===== src/rtl/control_unit.sv =====
// Control FSM for the 8-bit accumulator CPU: sequences fetch, decode and execute
// and drives the datapath strobes from the registered state, IR and CCR flags.
module control_unit (
  input  logic       clk,
  input  logic       reset,
  input  logic [7:0] IR,
  input  logic [3:0] CCR_Result,
  output logic       IR_Load,
  output logic       MAR_Load,
  output logic       PC_Load,
  output logic       PC_Inc,
  output logic       A_Load,
  output logic       B_Load,
  output logic       CCR_Load,
  output logic [3:0] ALU_Sel,
  output logic [1:0] Bus1_Sel,
  output logic [1:0] Bus2_Sel,
  output logic       ALU_B_Sel,
  output logic       write,
  output logic       halted
);

  localparam logic [3:0] FETCH_0  = 4'd0;
  localparam logic [3:0] FETCH_1  = 4'd1;
  localparam logic [3:0] FETCH_2  = 4'd2;
  localparam logic [3:0] DECODE_3 = 4'd3;
  localparam logic [3:0] EXEC_4   = 4'd4;
  localparam logic [3:0] EXEC_5   = 4'd5;
  localparam logic [3:0] EXEC_6   = 4'd6;
  localparam logic [3:0] EXEC_7   = 4'd7;
  localparam logic [3:0] EXEC_8   = 4'd8;
  localparam logic [3:0] HALT     = 4'd9;

  localparam logic [7:0] LDA_IMM = 8'h86, LDA_DIR = 8'h87, LDB_IMM = 8'h88, LDB_DIR = 8'h89;
  localparam logic [7:0] STA_DIR = 8'h96, STB_DIR = 8'h97;
  localparam logic [7:0] ADD_AB  = 8'h42, SUB_AB  = 8'h43, AND_AB  = 8'h44, OR_AB = 8'h45;
  localparam logic [7:0] INCA    = 8'h46, DECA    = 8'h47;
  localparam logic [7:0] BRA     = 8'h20, BMI     = 8'h21, BEQ     = 8'h23, BNE   = 8'h24;
  localparam logic [7:0] BCS     = 8'h25;

  logic [3:0] state, next_state;

  // The V flag has no branch that tests it.
  logic unused_ccr_v;
  assign unused_ccr_v = CCR_Result[1];

  function automatic logic is_alu(input logic [7:0] op);
    return op inside {ADD_AB, SUB_AB, AND_AB, OR_AB, INCA, DECA};
  endfunction

  function automatic logic is_branch(input logic [7:0] op);
    return op inside {BRA, BMI, BEQ, BNE, BCS};
  endfunction

  function automatic logic is_ld_imm(input logic [7:0] op);
    return op inside {LDA_IMM, LDB_IMM};
  endfunction

  function automatic logic is_ld_dir(input logic [7:0] op);
    return op inside {LDA_DIR, LDB_DIR};
  endfunction

  function automatic logic is_st_dir(input logic [7:0] op);
    return op inside {STA_DIR, STB_DIR};
  endfunction

  function automatic logic uses_a(input logic [7:0] op);
    return op inside {LDA_IMM, LDA_DIR, STA_DIR};
  endfunction

  function automatic logic [3:0] alu_code(input logic [7:0] op);
    case (op)
      SUB_AB:  return 4'b0001;
      AND_AB:  return 4'b0010;
      OR_AB:   return 4'b0011;
      INCA:    return 4'b0100;
      DECA:    return 4'b0101;
      default: return 4'b0000;
    endcase
  endfunction

  function automatic logic branch_taken(input logic [7:0] op, input logic [3:0] ccr);
    case (op)
      BRA:     return 1'b1;
      BMI:     return ccr[3];
      BEQ:     return ccr[2];
      BNE:     return ~ccr[2];
      BCS:     return ccr[0];
      default: return 1'b0;
    endcase
  endfunction

  always_ff @(posedge clk or posedge reset) begin
    if (reset) state <= FETCH_0;
    else       state <= next_state;
  end

  always_comb begin
    next_state = FETCH_0;
    case (state)
      FETCH_0:  next_state = FETCH_1;
      FETCH_1:  next_state = FETCH_2;
      FETCH_2:  next_state = DECODE_3;
      DECODE_3: next_state = (is_alu(IR) || is_branch(IR) || is_ld_imm(IR) ||
                              is_ld_dir(IR) || is_st_dir(IR)) ? EXEC_4 : HALT;
      EXEC_4:   next_state = is_alu(IR) ? FETCH_0 : EXEC_5;
      EXEC_5:   next_state = EXEC_6;
      EXEC_6:   next_state = (is_ld_dir(IR) || is_st_dir(IR)) ? EXEC_7 : FETCH_0;
      EXEC_7:   next_state = is_ld_dir(IR) ? EXEC_8 : FETCH_0;
      EXEC_8:   next_state = FETCH_0;
      HALT:     next_state = HALT;
      default:  next_state = FETCH_0;
    endcase
  end

  logic ir_load_c, mar_load_c, pc_load_c, pc_inc_c, a_load_c, b_load_c, ccr_load_c;
  logic write_c, halted_c;

  always_comb begin
    ir_load_c  = 1'b0;
    mar_load_c = 1'b0;
    pc_load_c  = 1'b0;
    pc_inc_c   = 1'b0;
    a_load_c   = 1'b0;
    b_load_c   = 1'b0;
    ccr_load_c = 1'b0;
    write_c    = 1'b0;
    halted_c   = 1'b0;
    ALU_Sel    = 4'b0000;
    Bus1_Sel   = 2'b00;
    Bus2_Sel   = 2'b00;
    ALU_B_Sel  = 1'b0;
    case (state)
      FETCH_0: begin
        Bus2_Sel   = 2'b01;
        mar_load_c = 1'b1;
      end
      FETCH_1: pc_inc_c = 1'b1;
      FETCH_2: begin
        Bus2_Sel  = 2'b10;
        ir_load_c = 1'b1;
      end
      EXEC_4: begin
        if (is_alu(IR)) begin
          Bus1_Sel   = 2'b01;
          ALU_Sel    = alu_code(IR);
          a_load_c   = 1'b1;
          ccr_load_c = 1'b1;
        end else begin
          Bus2_Sel   = 2'b01;
          mar_load_c = 1'b1;
        end
      end
      EXEC_5: pc_inc_c = ~is_branch(IR);
      EXEC_6: begin
        if (is_branch(IR)) begin
          // Taken branches load PC through the datapath's relative adder.
          if (branch_taken(IR, CCR_Result)) begin
            Bus2_Sel  = 2'b10;
            pc_load_c = 1'b1;
          end else begin
            pc_inc_c  = 1'b1;
          end
        end else if (is_ld_imm(IR)) begin
          Bus2_Sel = 2'b10;
          a_load_c = uses_a(IR);
          b_load_c = ~uses_a(IR);
        end else begin
          Bus2_Sel   = 2'b10;
          mar_load_c = 1'b1;
        end
      end
      EXEC_7: begin
        if (is_st_dir(IR)) begin
          Bus1_Sel = uses_a(IR) ? 2'b01 : 2'b10;
          write_c  = 1'b1;
        end
      end
      EXEC_8: begin
        Bus2_Sel = 2'b10;
        a_load_c = uses_a(IR);
        b_load_c = ~uses_a(IR);
      end
      HALT:    halted_c = 1'b1;
      default: ;
    endcase
  end

  // Strobes are held off for as long as reset is high, even though the state is already FETCH_0.
  assign IR_Load  = ir_load_c  & ~reset;
  assign MAR_Load = mar_load_c & ~reset;
  assign PC_Load  = pc_load_c  & ~reset;
  assign PC_Inc   = pc_inc_c   & ~reset;
  assign A_Load   = a_load_c   & ~reset;
  assign B_Load   = b_load_c   & ~reset;
  assign CCR_Load = ccr_load_c & ~reset;
  assign write    = write_c    & ~reset;
  assign halted   = halted_c   & ~reset;

endmodule


===== config.mk =====
export PLATFORM = sky130hd
export DESIGN_NAME = control_unit
export DESIGN_NICKNAME = d
export VERILOG_FILES = /design/src/rtl/control_unit.sv
export SDC_FILE = /design/constraint.sdc
export NUM_CORES = 1
export LEC_CHECK = 0
export ABC_AREA = 1
export CAP_MARGIN = 20
export CELL_PAD_IN_SITES_DETAIL_PLACEMENT = 2
export CELL_PAD_IN_SITES_GLOBAL_PLACEMENT = 2
export CORE_MARGIN = 2
export CORE_UTILIZATION = 21
export DETAILED_ROUTE_END_ITERATION = 8
export PLACE_DENSITY_LB_ADDON = 0.05
export SLEW_MARGIN = 0
export SYNTH_ARGS = -nofsm -noshare
export SYNTH_HDL_FRONTEND = slang
export SYNTH_SLANG_ARGS = --single-unit
export TNS_END_PERCENT = 30

===== constraint.sdc =====
create_clock -name clk -period 4.6 [get_ports clk]
set_input_delay 1.38 -clock clk [delete_from_list [all_inputs] [get_ports clk]]
set_output_delay 1.38 -clock clk [all_outputs]
set_load 0.02 [all_outputs]

==> results by group, run 1 <==
Status
  – Outcome: finished, final reports clean

Timing
  – Worst Slack Setup Final: 0.0890 ns
  – Slew @ Worst Pin: 0.491 ns
  – RSZ-0062 raised after global routing: true
  – Final setup vio count: 0
  – Fin crit share: 98.1%
  – Sum of negative setup slack: 0 ns
  – Crit path time final: 4.51 ns
  – Max-slew violation count: 0
  – Final Hold Viols: 0
  – Fmax: 222 MHz
  – Slew headroom: 67.0%
  – Final clock skew: 0.00269 ns
  – Fin Hold WS: 0.596 ns

Floorplanning
  – Die Ht: 65.2 um
  – Initial core utilization: 21.6%
  – # IOs: 32
  – Core Box Area: 3630 um2
  – Die width: 65.2 um
  – Row count: 22
  – Die ar.: 4250 um2

Synthesis
  – Synth top area cells: nand2_1 19%, nor2_1 14%, dfrtp_1 13%, inv_1 11%, nand3_1 10%
  – Register area share after synthesis: 12.7%
  – Ys flop type: dfrtp_1
  – EDFF count, synth: 0
  – Top cell type's share of synthesized area: 19.1%
  – Cell variety after synth: 23
  – Ys Warns: 0
  – Yosys top cell by area: nand2_1
  – Top post-synthesis cells by count: 40 x nand2_1, 30 x nor2_1, 24 x inv_1, 16 x nand3_1, 8 x nor3_1
  – Async set-reset flop share out of synthesis: 100%
  – Count leader, synth: nand2_1
  – Syn Std Cell Area: 786 um2
  – Post-Synthesis Cells: 151
  – Synthesis-stage register bit count: 4
  – Mean post-synth cell area: 5.20 um2

Power
  – Switch share: 47.6%
  – Comb pwr share: 60.3%
  – Sequential power share: 17.8%
  – Internal Pwr Total: 0.178 mW
  – P per Cell Area: 268 nW/um2
  – Peak supply drop: 0.000129 V
  – Tot Pwr: 0.340 mW
  – Clk pwr share: 21.9%
  – Leakage: 0.715 nW
  – Switching power: 0.162 mW

Global routing
  – Pin count of the biggest net entering global routing: 8
  – Vias in the first global route: 1135
  – Global-route wire length before repair: 5100 um
  – Total congestion overflow: 0
  – Initial antenna violation count: 0
  – Total track usage: 15.1%

CTS
  – Clock buffer depth: 2
  – Clock transition at path regs: 0.03 ns
  – Num Clock Sinks: 4
  – H-Tree Depth: 1
  – CTS Buf Count: 3
  – Postcts setup bufs: 0
  – Clk_lat worst skew: 0.22 ns
  – CTS tree: yes
  – Post-CTS Hold Buffers: 0
  – CTS Root Cell: clkbuf_8

Detailed routing
  – Number of DRC markers in iteration 0: 18
  – Via count: 1066
  – Final WL: 3030 um
  – Antenna Violating Nets Remaining: 0
  – Residual DRC count: 0
  – First-pass DRT Iterations: 4
  – Via density: 4.37
  – Drt wl/cell: 12.4 um

Place
  – Routability cong.: 0.824
  – Post-Place Cells: 241
  – # port buffers: 28
  – HPWL after DPL: 2670 um
  – Pre-CTS WS: -0.287 ns
  – Post-Place Cell Area: 1230 um2

Cells and area
  – Final Util: 35.0%
  – Finished Layout Cells: 244
  – Antenna cell count: 0
  – Largest registers: state x4
  – Area Overhead vs Synth: 61.6%
  – Most flops, register: state
  – Finished Cell Area: 1270 um2
  – Layout net count: 212
  – Max FFs per register: 4
  – Share of layout cells above drive strength 1: 21.4%

Worst setup path
  – Reg2Reg Setup Slack: 3.14 ns
  – Reg2Reg Depth: 7
  – CP Capture Point: A_Load
  – Origin of the critical flop-to-flop path: state[0]
  – WP data arrival: 3.13 ns
  – Setup crit start: IR[2]
  – CP Max Fanout: 5
  – Critical Path RT: 3.22 ns
  – Critical path class: in2out
  – Critical Path Sink Type: output port
  – Startpoint types: input port
  – R2r endpoint: state[1]

Hold path
  – Hold Path Class: reg2reg

Run
  – Maxcap violations: 0
-- critical path: stages --
cell and delay (ns):
clkdlybuf4s50_1 0.58, nand2_2 0.10, inv_2 0.08, nand2_4 0.05
nor2_2 0.10, nand2_1 0.07, nand2_2 0.08, nand2_1 0.06
nand2_1 0.09, nand2_1 0.07, a21oi_2 0.12, dlygate4sd2_1 0.34
-- power by group through the flow --
stage	clock [mW]	combinational [mW]	sequential (mW)
floorplan	0	0.132	0.0567
global placement	0	0.212	0.0589
detailed placement	0	0.222	0.0615
CTS	0.0770	0.210	0.0611
global route	0.0807	0.229	0.0627
finish	0.0744	0.205	0.0606
-- layer usage --
metal  wire length, um  GRT usage (%)  share of wire (%)
met5                 0              0                  0
met2              1570           27.0                 52
met3                68           1.54                2.2
met1              1390           19.5                 46
met4                 0           3.13                  0
-- cells in the final DEF, fill, tap and decap left out, types with 3 or more instances in the layout --
cell type	instances
nand2_1	39
nor3_1	7
dfrtp_1	4
clkdlybuf4s50_1	13
inv_2	3
nor2_2	3
inv_1	24
buf_4	17
dlygate4sd2_1	10
nand2_2	3
nor2_1	30
clkbuf_8	3
nand3_1	16
a21oi_1	4
-- worst min-delay path by stage --
stage,start,end,slack [ns],cells past startpoint
CTS,state[3],state[3],0.61,2
global placement,state[3],state[3],0.60,2
floorplan,state[3],state[3],0.53,2
detailed placement,state[3],state[3],0.60,2
finish,state[3],state[3],0.60,2
global route,state[3],state[3],0.64,2
-- final cells by class --
cell class	count	area, um2
Fill cell	481	2360
Inverter	27	101
Multi-Input combinational cell	117	577
Tap cell	48	60.1
Sequential cell	4	100
Timing Repair Buffer	45	390
Clock buffer	3	41.3
-- what timing repair did --
action,4_1_cts,5_1_grt
pin swaps,0,0
resized for setup,14,10
endpoints found under the setup margin,14,7
-- cell families (layout without fill, tap and decap cells) --
family,Yosys count,count (layout),synth area share [%]
compound gates,8,8,7.96
buf+inv,31,75,16.7
flops,4,4,12.7
other cells,1,2,0.477
simple gates,107,107,62.1
Note: power is estimated with default switching activity, not from simulation.
==> run 2: changes to the inputs <==
--- a/config.mk
+++ b/config.mk
@@ -12,9 +12,9 @@
 export CORE_MARGIN = 2
 export CORE_UTILIZATION = 21
 export DETAILED_ROUTE_END_ITERATION = 8
-export PLACE_DENSITY_LB_ADDON = 0.05
+export PLACE_DENSITY_LB_ADDON = 0.1
 export SLEW_MARGIN = 0
 export SYNTH_ARGS = -nofsm -noshare
 export SYNTH_HDL_FRONTEND = slang
 export SYNTH_SLANG_ARGS = --single-unit
-export TNS_END_PERCENT = 30
+export TNS_END_PERCENT = 20
==> run 2 against run 1 <==
Against the previous run:
- via count up 3.6%
- count of clock-buffer cells in the layout unchanged
- combinational power about the same
- core utilization decreased by 0.55 points
- critical path depth shrank 3
- non-clock buffer count grew 1
- sequential share of layout area rose by 0.13 points
- fmax is 2.0% higher
- worst hold slack better by 0.033 ns
==> results by group, run 2 (synthesis results as in run 1) <==
Status
  – Outcome: finished, final reports clean

Cells and area
  – Share of layout cells above drive strength 1: 22.8%
  – Number of fill cells in the layout: 502
  – Finished Layout Cells: 245
  – Commonest non-fill, non-tap cell in the layout: nand2_1
  – Most flops, register: state
  – Layout net count: 213
  – Most frequent cells in the layout: 39 x nand2_1, 29 x nor2_1, 24 x inv_1
  – Largest registers: state x4
  – Area Overhead vs Synth: 59.1%
  – Max FFs per register: 4
  – Antenna cell count: 0

Timing
  – Final clock skew: 0.000391 ns
  – Worst Slack Setup Final: 0.179 ns
  – Fin crit share: 96.1%
  – Fin Hold WS: 0.630 ns
  – Slew headroom: 67.2%
  – Final Hold Viols: 0
  – Sum of negative setup slack: 0 ns
  – Final setup vio count: 0
  – Crit path time final: 4.42 ns
  – Fmax: 226 MHz
  – Max-slew violation count: 0
  – RSZ-0062 raised after global routing: false
  – Slew @ Worst Pin: 0.489 ns

Global routing
  – Initial antenna violation count: 0
  – Global-route wire length before repair: 5500 um
  – Vias in the first global route: 1230
  – Total track usage: 16.7%
  – Total congestion overflow: 0
  – Pin count of the biggest net entering global routing: 8

Floorplanning
  – # IOs: 32
  – Initial core utilization: 21.6%
  – Core Box Area: 3630 um2
  – Die width: 65.2 um
  – Die ar.: 4250 um2
  – Row count: 22
  – Die Ht: 65.2 um

CTS
  – CTS Buf Count: 3
  – Post-CTS Hold Buffers: 0
  – Clk_lat worst skew: 0.22 ns
  – Postcts setup bufs: 0
  – CTS Root Cell: clkbuf_8
  – Clock transition at path regs: 0.03 ns
  – Num Clock Sinks: 4
  – H-Tree Depth: 1
  – CTS tree: yes
  – Clock buffer depth: 2

Detailed routing
  – Number of DRC markers in iteration 0: 18
  – Drt wl/cell: 13.1 um
  – First-pass DRT Iterations: 4
  – Via count: 1104
  – Final WL: 3200 um
  – Via density: 4.51
  – Antenna Violating Nets Remaining: 0
  – Residual DRC count: 0

Hold path
  – Hold Path Class: reg2reg

Power
  – Leakage: 0.701 nW
  – Internal Pwr Total: 0.178 mW
  – Clk pwr share: 21.8%
  – Peak supply drop: 0.0000618 V
  – Sequential power share: 17.3%
  – Switching power: 0.163 mW
  – P per Cell Area: 273 nW/um2
  – Switch share: 47.9%
  – Comb pwr share: 61.0%
  – Tot Pwr: 0.341 mW

Worst setup path
  – Critical Path RT: 3.22 ns
  – Critical Path Sink Type: output port
  – CP Max Fanout: 5
  – Startpoint types: input port
  – Critical path class: in2out
  – WP data arrival: 3.04 ns

Place
  – HPWL after DPL: 2780 um
  – Pre-CTS WS: -0.244 ns
  – Post-Place Cells: 242
  – Routability cong.: 0.808
  – # port buffers: 28

Run
  – Maxcap violations: 0
[run 2: cell count changes in the layout (fill, tap and decap cells not counted), sizes merged]
| cell | before | now |
|---|---|---|
| buf | 17 | 18 |
| dlymetal6s2s | 2 | 1 |
| dlygate4sd2 | 10 | 11 |
| clkdlybuf4s50 | 13 | 12 |
| clkbuf | 5 | 7 |
| clkdlybuf4s15 | 1 | 0 |
[run 2: cell type report]
class                           instances  area [um2]  area share, %
Multi-Input combinational cell        117         563           45.0
Timing Repair Buffer                   46         384           30.7
Inverter                               27         101           8.11
Sequential cell                         4         100           8.01
Tap cell                               48        60.1           4.80
Clock buffer                            3        41.3           3.30
[run 2: critical path, cell delays in order]
cell and delay [ns]:
clkdlybuf4s50_1 0.48, inv_2 0.13, nand3_1 0.09, nor3_2 0.20, buf_4 0.16, nor2_1 0.05, a21oi_1 0.18, inv_1 0.06
dlygate4sd2_1 0.32
[run 2: metrics by stage]
| step | instance area [um2] | util, % |
|---|---|---|
| after detailed placement | 1230 | 34.0 |
| after floorplan | 790 | - |
| after global placement | 1230 | 34.0 |
| after global routing | 1250 | 34.4 |
| after CTS | 1260 | 34.7 |
| final | 1250 | 34.4 |
[run 2: metal layers]
| layer | global-route usage [%] | vias to the layer above | share of wire [%] | routed length (um) |
|---|---|---|---|---|
| met5 | 0 | - | 0 | 0 |
| met4 | 5.47 | 0 | 1.2 | 40 |
| met3 | 1.03 | 4 | 2.2 | 72 |
| met2 | 33.5 | 17 | 55 | 1770 |
| met1 | 18.2 | 531 | 41 | 1320 |
| li1 | - | 552 | - | - |
[run 2: worst paths after layout]
check	from	end	slack [ns]	cells after the start
min	state[3]	state[3]	0.63	2
min reg2reg	state[3]	state[3]	0.63	2
min in group asynchronous	reset	state[3]	1.44	2
max in group asynchronous	reset	state[1]	2.95	2
max	IR[3]	Bus2_Sel[0]	0.18	9
max reg2reg	state[0]	state[2]	3.07	7
[run 2: power groups by stage]
stage / clock network (mW) / logic [mW] / registers, mW
finish: 0.0742 / 0.208 / 0.0589
global route: 0.0776 / 0.232 / 0.0617
CTS: 0.0763 / 0.213 / 0.0593
detailed placement: 0 / 0.223 / 0.0596
global placement: 0 / 0.214 / 0.0579
floorplan: 0 / 0.132 / 0.0567
[run 2: timing repair]
item,in CTS,in global routing
setup endpoints to repair,14,5
hold endpoints to repair,0,0
gates resized for setup,17,9
